File: config.mk
export PLATFORM = sky130hd
export DESIGN_NAME = pipeline_hazard_ctrl
export DESIGN_NICKNAME = d
export VERILOG_FILES = /design/src/rtl/pipeline_hazard_ctrl.sv
export SDC_FILE = /design/constraint.sdc
export NUM_CORES = 1
export LEC_CHECK = 0
export CAP_MARGIN = 20
export CORE_ASPECT_RATIO = 2
export CORE_MARGIN = 5
export CORE_UTILIZATION = 41
export DETAILED_ROUTE_END_ITERATION = 7
export PLACE_DENSITY = 0.76
export RECOVER_POWER = 25
export REMOVE_ABC_BUFFERS = 1
export SYNTH_ARGS = -nofsm -noshare
export SYNTH_HDL_FRONTEND = slang
export SYNTH_SLANG_ARGS = --single-unit
File: constraint.sdc
create_clock -name clk -period 2.2 [get_ports clk]
set_input_delay 0.33 -clock clk [delete_from_list [all_inputs] [get_ports clk]]
set_output_delay 0.33 -clock clk [all_outputs]
set_load 0.05 [all_outputs]
File: src/rtl/pipeline_hazard_ctrl.sv
`default_nettype none
// ============================================================================
//  Module   : pipeline_hazard_ctrl
//  Purpose  : Hazard and resource-sequencing controller for a 5-stage MIPS32
//             pipeline (F/D/E/M/W).
//             - E-stage ALU and D-stage branch-compare forwarding selects
//             - load-use, branch/jr and HI/LO interlocks (stallF/stallD/flushE)
//             - multiplier/divider occupancy sequencer with a HI/LO write pulse
//  Revision : 1.0  initial release
// ----------------------------------------------------------------------------
//  Ports
//    clk, rst                 clock, asynchronous active-high reset
//    rsD, rtD                 D-stage source register addresses
//    rsE, rtE                 E-stage source register addresses
//    rf_waE/M/W, we_regE/M/W  destination address / write enable per stage
//    dm_load_opE, dm_load_opM load instruction in E / M
//    branchD, jr_selD         beq / jr in D
//    muldiv_opD, muldiv_opE   mult/div in D / E
//    mul0_div1_selE           0 = mult, 1 = div (qualifies muldiv_opE)
//    hilo_mov_opD             mfhi/mflo in D
//    fwd_aE, fwd_bE           ALU operand select: 00 RF, 01 W result, 10 M alu_out
//    fwd_aD, fwd_bD           branch-compare operand select: 1 = M alu_out
//    stallF, stallD, flushE   hold PC and F/D, bubble into D/E
//    hilo_we                  one-cycle HI/LO register write enable
//    muldiv_busy              sequencer is BUSY
//    stall_cycles             free-running count of cycles with stallD=1
// ============================================================================
module pipeline_hazard_ctrl #(
  parameter int MUL_LAT = 4,
  parameter int DIV_LAT = 32,
  parameter int CNT_W   = 6
) (
  input  logic             clk,
  input  logic             rst,
  input  logic [4:0]       rsD,
  input  logic [4:0]       rtD,
  input  logic [4:0]       rsE,
  input  logic [4:0]       rtE,
  input  logic [4:0]       rf_waE,
  input  logic [4:0]       rf_waM,
  input  logic [4:0]       rf_waW,
  input  logic             we_regE,
  input  logic             we_regM,
  input  logic             we_regW,
  input  logic             dm_load_opE,
  input  logic             dm_load_opM,
  input  logic             branchD,
  input  logic             jr_selD,
  input  logic             muldiv_opD,
  input  logic             muldiv_opE,
  input  logic             mul0_div1_selE,
  input  logic             hilo_mov_opD,
  output logic [1:0]       fwd_aE,
  output logic [1:0]       fwd_bE,
  output logic             fwd_aD,
  output logic             fwd_bD,
  output logic             stallF,
  output logic             stallD,
  output logic             flushE,
  output logic             hilo_we,
  output logic             muldiv_busy,
  output logic [31:0]      stall_cycles
);

  localparam logic [CNT_W-1:0] MUL_LOAD = CNT_W'(MUL_LAT - 1);
  localparam logic [CNT_W-1:0] DIV_LOAD = CNT_W'(DIV_LAT - 1);
  localparam logic [CNT_W-1:0] CNT_ONE  = CNT_W'(1);

  typedef enum logic {
    IDLE = 1'b0,
    BUSY = 1'b1
  } state_t;

  state_t           state;
  logic [CNT_W-1:0] cnt;

  // --------------------------------------------------------------------------
  // Address match terms. A destination of $0 never creates a dependency.
  // --------------------------------------------------------------------------
  logic wa_e_nz, wa_m_nz, wa_w_nz;
  assign wa_e_nz = (rf_waE != 5'd0);
  assign wa_m_nz = (rf_waM != 5'd0);
  assign wa_w_nz = (rf_waW != 5'd0);

  logic m_hits_rsE, m_hits_rtE, w_hits_rsE, w_hits_rtE;
  assign m_hits_rsE = we_regM && wa_m_nz && (rf_waM == rsE);
  assign m_hits_rtE = we_regM && wa_m_nz && (rf_waM == rtE);
  assign w_hits_rsE = we_regW && wa_w_nz && (rf_waW == rsE);
  assign w_hits_rtE = we_regW && wa_w_nz && (rf_waW == rtE);

  // E-stage ALU forwarding; the younger M result wins over W.
  always_comb begin
    fwd_aE = 2'b00;
    if (m_hits_rsE)      fwd_aE = 2'b10;
    else if (w_hits_rsE) fwd_aE = 2'b01;
  end

  always_comb begin
    fwd_bE = 2'b00;
    if (m_hits_rtE)      fwd_bE = 2'b10;
    else if (w_hits_rtE) fwd_bE = 2'b01;
  end

  // D-stage compare forwarding: only an ALU result is available in M; a load
  // in M has no data yet and is covered by the branch interlock instead.
  assign fwd_aD = we_regM && !dm_load_opM && wa_m_nz && (rf_waM == rsD);
  assign fwd_bD = we_regM && !dm_load_opM && wa_m_nz && (rf_waM == rtD);

  // --------------------------------------------------------------------------
  // Interlocks
  // --------------------------------------------------------------------------
  logic e_hits_rsD, e_hits_rtD, mld_hits_rsD, mld_hits_rtD;
  assign e_hits_rsD   = we_regE && wa_e_nz && (rf_waE == rsD);
  assign e_hits_rtD   = we_regE && wa_e_nz && (rf_waE == rtD);
  assign mld_hits_rsD = dm_load_opM && wa_m_nz && (rf_waM == rsD);
  assign mld_hits_rtD = dm_load_opM && wa_m_nz && (rf_waM == rtD);

  logic lw_stall, br_stall, md_stall, any_stall;

  assign lw_stall = dm_load_opE && (e_hits_rsD || e_hits_rtD);

  // beq reads rs and rt; jr reads rs only, so its rt field is don't-care.
  assign br_stall = (branchD && (e_hits_rsD || e_hits_rtD || mld_hits_rsD || mld_hits_rtD))
                 || (jr_selD && (e_hits_rsD || mld_hits_rsD));

  // A HI/LO consumer or a second mult/div waits while the unit is occupied,
  // including the cycle in which an op is just issuing from E.
  assign md_stall = (hilo_mov_opD || muldiv_opD) && (muldiv_busy || muldiv_opE);

  assign any_stall = lw_stall || br_stall || md_stall;
  assign stallF    = any_stall;
  assign stallD    = any_stall;
  assign flushE    = any_stall;

  // --------------------------------------------------------------------------
  // Multiply/divide sequencer. The counter holds the number of BUSY cycles
  // remaining after the current one; hilo_we is registered so it is raised on
  // the edge that brings the counter to zero.
  // --------------------------------------------------------------------------
  always_ff @(posedge clk or posedge rst) begin
    if (rst) begin
      state   <= IDLE;
      cnt     <= '0;
      hilo_we <= 1'b0;
    end else begin
      case (state)
        IDLE: begin
          hilo_we <= 1'b0;
          if (muldiv_opE) begin
            state   <= BUSY;
            cnt     <= mul0_div1_selE ? DIV_LOAD : MUL_LOAD;
            // Single-cycle latency: the first BUSY cycle is already the write.
            hilo_we <= mul0_div1_selE ? (DIV_LAT == 1) : (MUL_LAT == 1);
          end
        end
        BUSY: begin
          // A stray muldiv_opE here is ignored; the running op is not restarted.
          if (cnt == '0) begin
            state   <= IDLE;
            hilo_we <= 1'b0;
          end else begin
            cnt     <= cnt - CNT_ONE;
            hilo_we <= (cnt == CNT_ONE);
          end
        end
        default: begin
          state   <= IDLE;
          cnt     <= '0;
          hilo_we <= 1'b0;
        end
      endcase
    end
  end

  assign muldiv_busy = (state == BUSY);

  // Stall statistics; wraps naturally at 2^32.
  always_ff @(posedge clk or posedge rst) begin
    if (rst) begin
      stall_cycles <= 32'd0;
    end else if (any_stall) begin
      stall_cycles <= stall_cycles + 32'd1;
    end
  end

endmodule
`default_nettype wire

==> results.md <==
- Chip width: around 67 microns
- Post-synth EDFFs: 0
- Placed cells: 465
- Number of non-filler instances in the completed layout: 473
- Combinational Power Share: 0.387
- Internal: 1900 uW
- Detail Route Antenna Nets: 0
- Worst setup margin: -4.96 ps
- Final Cell Area: 4220 sq um
- DR WL/cell: between 15 and 20 microns
- Worst-path maximum fanout: 3
- Ports: 91
- Flop pwr share: 0.342
- Proportion of layout cells with a drive suffix above 1: 0.271
- Top_reg_cell synth: dfrtp_1
- WL final: 8.74 mm
- Post-DP HPWL: 6.86 mm
- Clock share of power: 0.271
- Post-synthesis sequential area ratio: 0.377
- Buffers on Ports: 90
- Reg2reg setup slack: 220 ps
- FF+latch count, synth: 40
- DRC Markers: 0
- CTS clk-pin slew, worst paths: ~60 ps
- Failing checks: negative setup slack
- Slew HR: 0.336
- Final Slew Violations: 0
- GRT Overall Usage: 0.229
- Min Clock Period, post-route: around 2200 ps
- Core Util, Final: 0.669
- Pre-antenna DRT Iters: 4
- Cell taking the most area after synthesis: dfrtp_1
- Final Setup Violations: 1
- Pwr Total: 3010 uW
- Most frequent cells in the layout: xnor2_1 (49), clkdlybuf4s50_1 (48), dfrtp_1 (40), buf_4 (40), xor2_1 (20)
- Clock Skews: 6.75 ps
- Kind of critical path: in -> out
- Async S/R FF share, synth: 1.00
- Final Cycle Share: 1.00
- # hold bufs at CTS: 0
- Post-synth top area share: 0.377
- Crit path required time: between 1500 and 2000 ps
- Synthesized netlist cell count: 264
- Final nets: roughly 440
- PD cells: 712 nW/um^2
- Worst EP arrival: 1870 ps
- Num CTS Buffers: 5
- CTS H-tree lvls: 2
- Core Area: around 6300 sq um
- CTS tree: yes
- Switch share: 0.368
- Crit start category: input port
- Syn Std Cell Area: 2660 sq um
- HP Class: reg -> reg
- RSZ-0062 raised after global routing: true
- Status: complete, but fails checks
- CTS sink count: 40
- Total net switching power: roughly 1100 uW
- Diodes inserted: 0
- Via count: 2541
- Min Hold Slack: 470 ps
- Pleak: 0.00177 uW
- RePlAce Congestion: ~0.9
- Max-cap violations: 0
- Die height: about 120 microns
- Worst-Skew Late Latency: between 200 and 300 ps
- Area post-placement: about 4000 sq um
- Final Hold Viols: 0
- Initial antenna violation count: 0
- Distinct cells, synth: 38
- Syn avg cell area: a little over 10 sq um
- Maximum vdd ir drop: 790 uV
- Die area: slightly above 8000 sq um
- Number of global-route vias before repair: 2908
- Largest cells by area after synthesis: dfrtp_1 (38%), xnor2_1 (17%), xor2_1 (6.6%)
- CP Capture Type: output pin
- Slew @ Worst Pin: 996 ps
- 1st-iter DRT viols: 87
- Residual overflow from global routing: 0
- Root buf cell: clkbuf_16
- Commonest non-fill, non-tap cell in the layout: xnor2_1
- Largest net degree at the start of global routing: 41
- Clock tree buffer depth: 2
- First-pass GRT wire length: approximately 14 mm
- Vias per std cell: 5.37
- Starting density of the core: 0.421
- Yosys warning count: 0
- Number of cell rows: 41
- Synthesis-to-finish area growth: 59.0%
- Fmax: ~0.45 GHz
[path summary, 6_finish.rpt]
check	depth (start not counted)	end	startpoint
worst max-delay path	8	fwd_bE[0]	rf_waM[0]
worst min register to register	1	stall_cycles[31]$_DFFE_PP0P_	stall_cycles[31]$_DFFE_PP0P_
max in group asynchronous	3	stall_cycles[12]$_DFFE_PP0P_	rst
worst max register to register	7	stall_cycles[30]$_DFFE_PP0P_	stall_cycles[0]$_DFFE_PP0P_
min in group asynchronous	3	muldiv_busy$_DFF_PP0_	rst
worst min-delay path	1	stall_cycles[31]$_DFFE_PP0P_	stall_cycles[31]$_DFFE_PP0P_
[worst max-delay path, cell delays in order]
cell and delay [ps]:
buf_6 90, or3_4 380, or3_4 360, nand2_4 90, nor4_2 50, nor4_1 270, buf_4 170, buf_12 120
[power by group through the flow]
stage          sequential [uW]  clock, uW  combinational [uW]
2_1_floorplan             1260          0                 443
3_3_place_gp              1030          0                1130
6_report                  1030        815                1160
5_1_grt                   1050        860                1260
3_5_place_dp              1030          0                1160
4_1_cts                   1030        835                1160
[final cells by class]
type	instances	area (sq um)
multi-input combinational	200	1670
timing repair buffer	133	1260
clock inverter	2	35.0
clock buffer	6	129
fill	493	2090
inverter	6	25.0
sequential	40	1000
tap	86	108
[cells in the mapped netlist, types with 5 or more instances]
master     instances
and3_1            10
and4_1            10
clkbuf_1           7
dfrtp_1           40
inv_1              6
nand3_1            7
nand4_1            5
nor2_1            13
nor3_1             6
nor4_1             5
o2111ai_1          5
o211ai_2           5
o21ai_1           14
xnor2_1           52
xor2_1            20
[timing repair]
item	in CTS	in global routing
gates resized for setup	74	22
pin swaps	20	11
setup buffers	0	1
setup endpoints to repair	40	25
[per-layer routing]
layer | global-route usage | up-vias | part of all wire
li1 | - | 1193 | -
met1 | 0.214 | 1210 | 0.33
met2 | 0.429 | 108 | 0.55
met3 | 0.0523 | 30 | 0.064
met4 | 0.144 | 0 | 0.053
met5 | 0 | - | 0
[through the flow]
| step | setup slack, ps | TNS [ps] |
|---|---|---|
| 2_1_floorplan | -1580 | -26210 |
| 3_3_place_gp | -525 | -13780 |
| 3_5_place_dp | -563 | -14710 |
| 4_1_cts | -14.3 | -42.7 |
| 5_1_grt | -40.3 | -92.0 |
| 6_report | -4.96 | -4.96 |
[registers in the layout, summed over array words and instances, names as in the netlist]
| name | flops |
|---|---|
| stall_cycles | 32 |
| muldiv_busy | 1 |
| hilo_we | 1 |
| cnt | 6 |
[kinds of logic (layout without fill, tap and decap cells)]
kind of cell,after synthesis,in the layout,synth area share
buf+inv,24,147,0.0500
mux,1,1,0.00424
xor+xnor,72,72,0.238
simple gates,72,72,0.159
flops,40,40,0.377
fa+ha+maj,4,4,0.0189
compound gates,51,51,0.153
No activity file was read; power rests on OpenSTA's default activity.
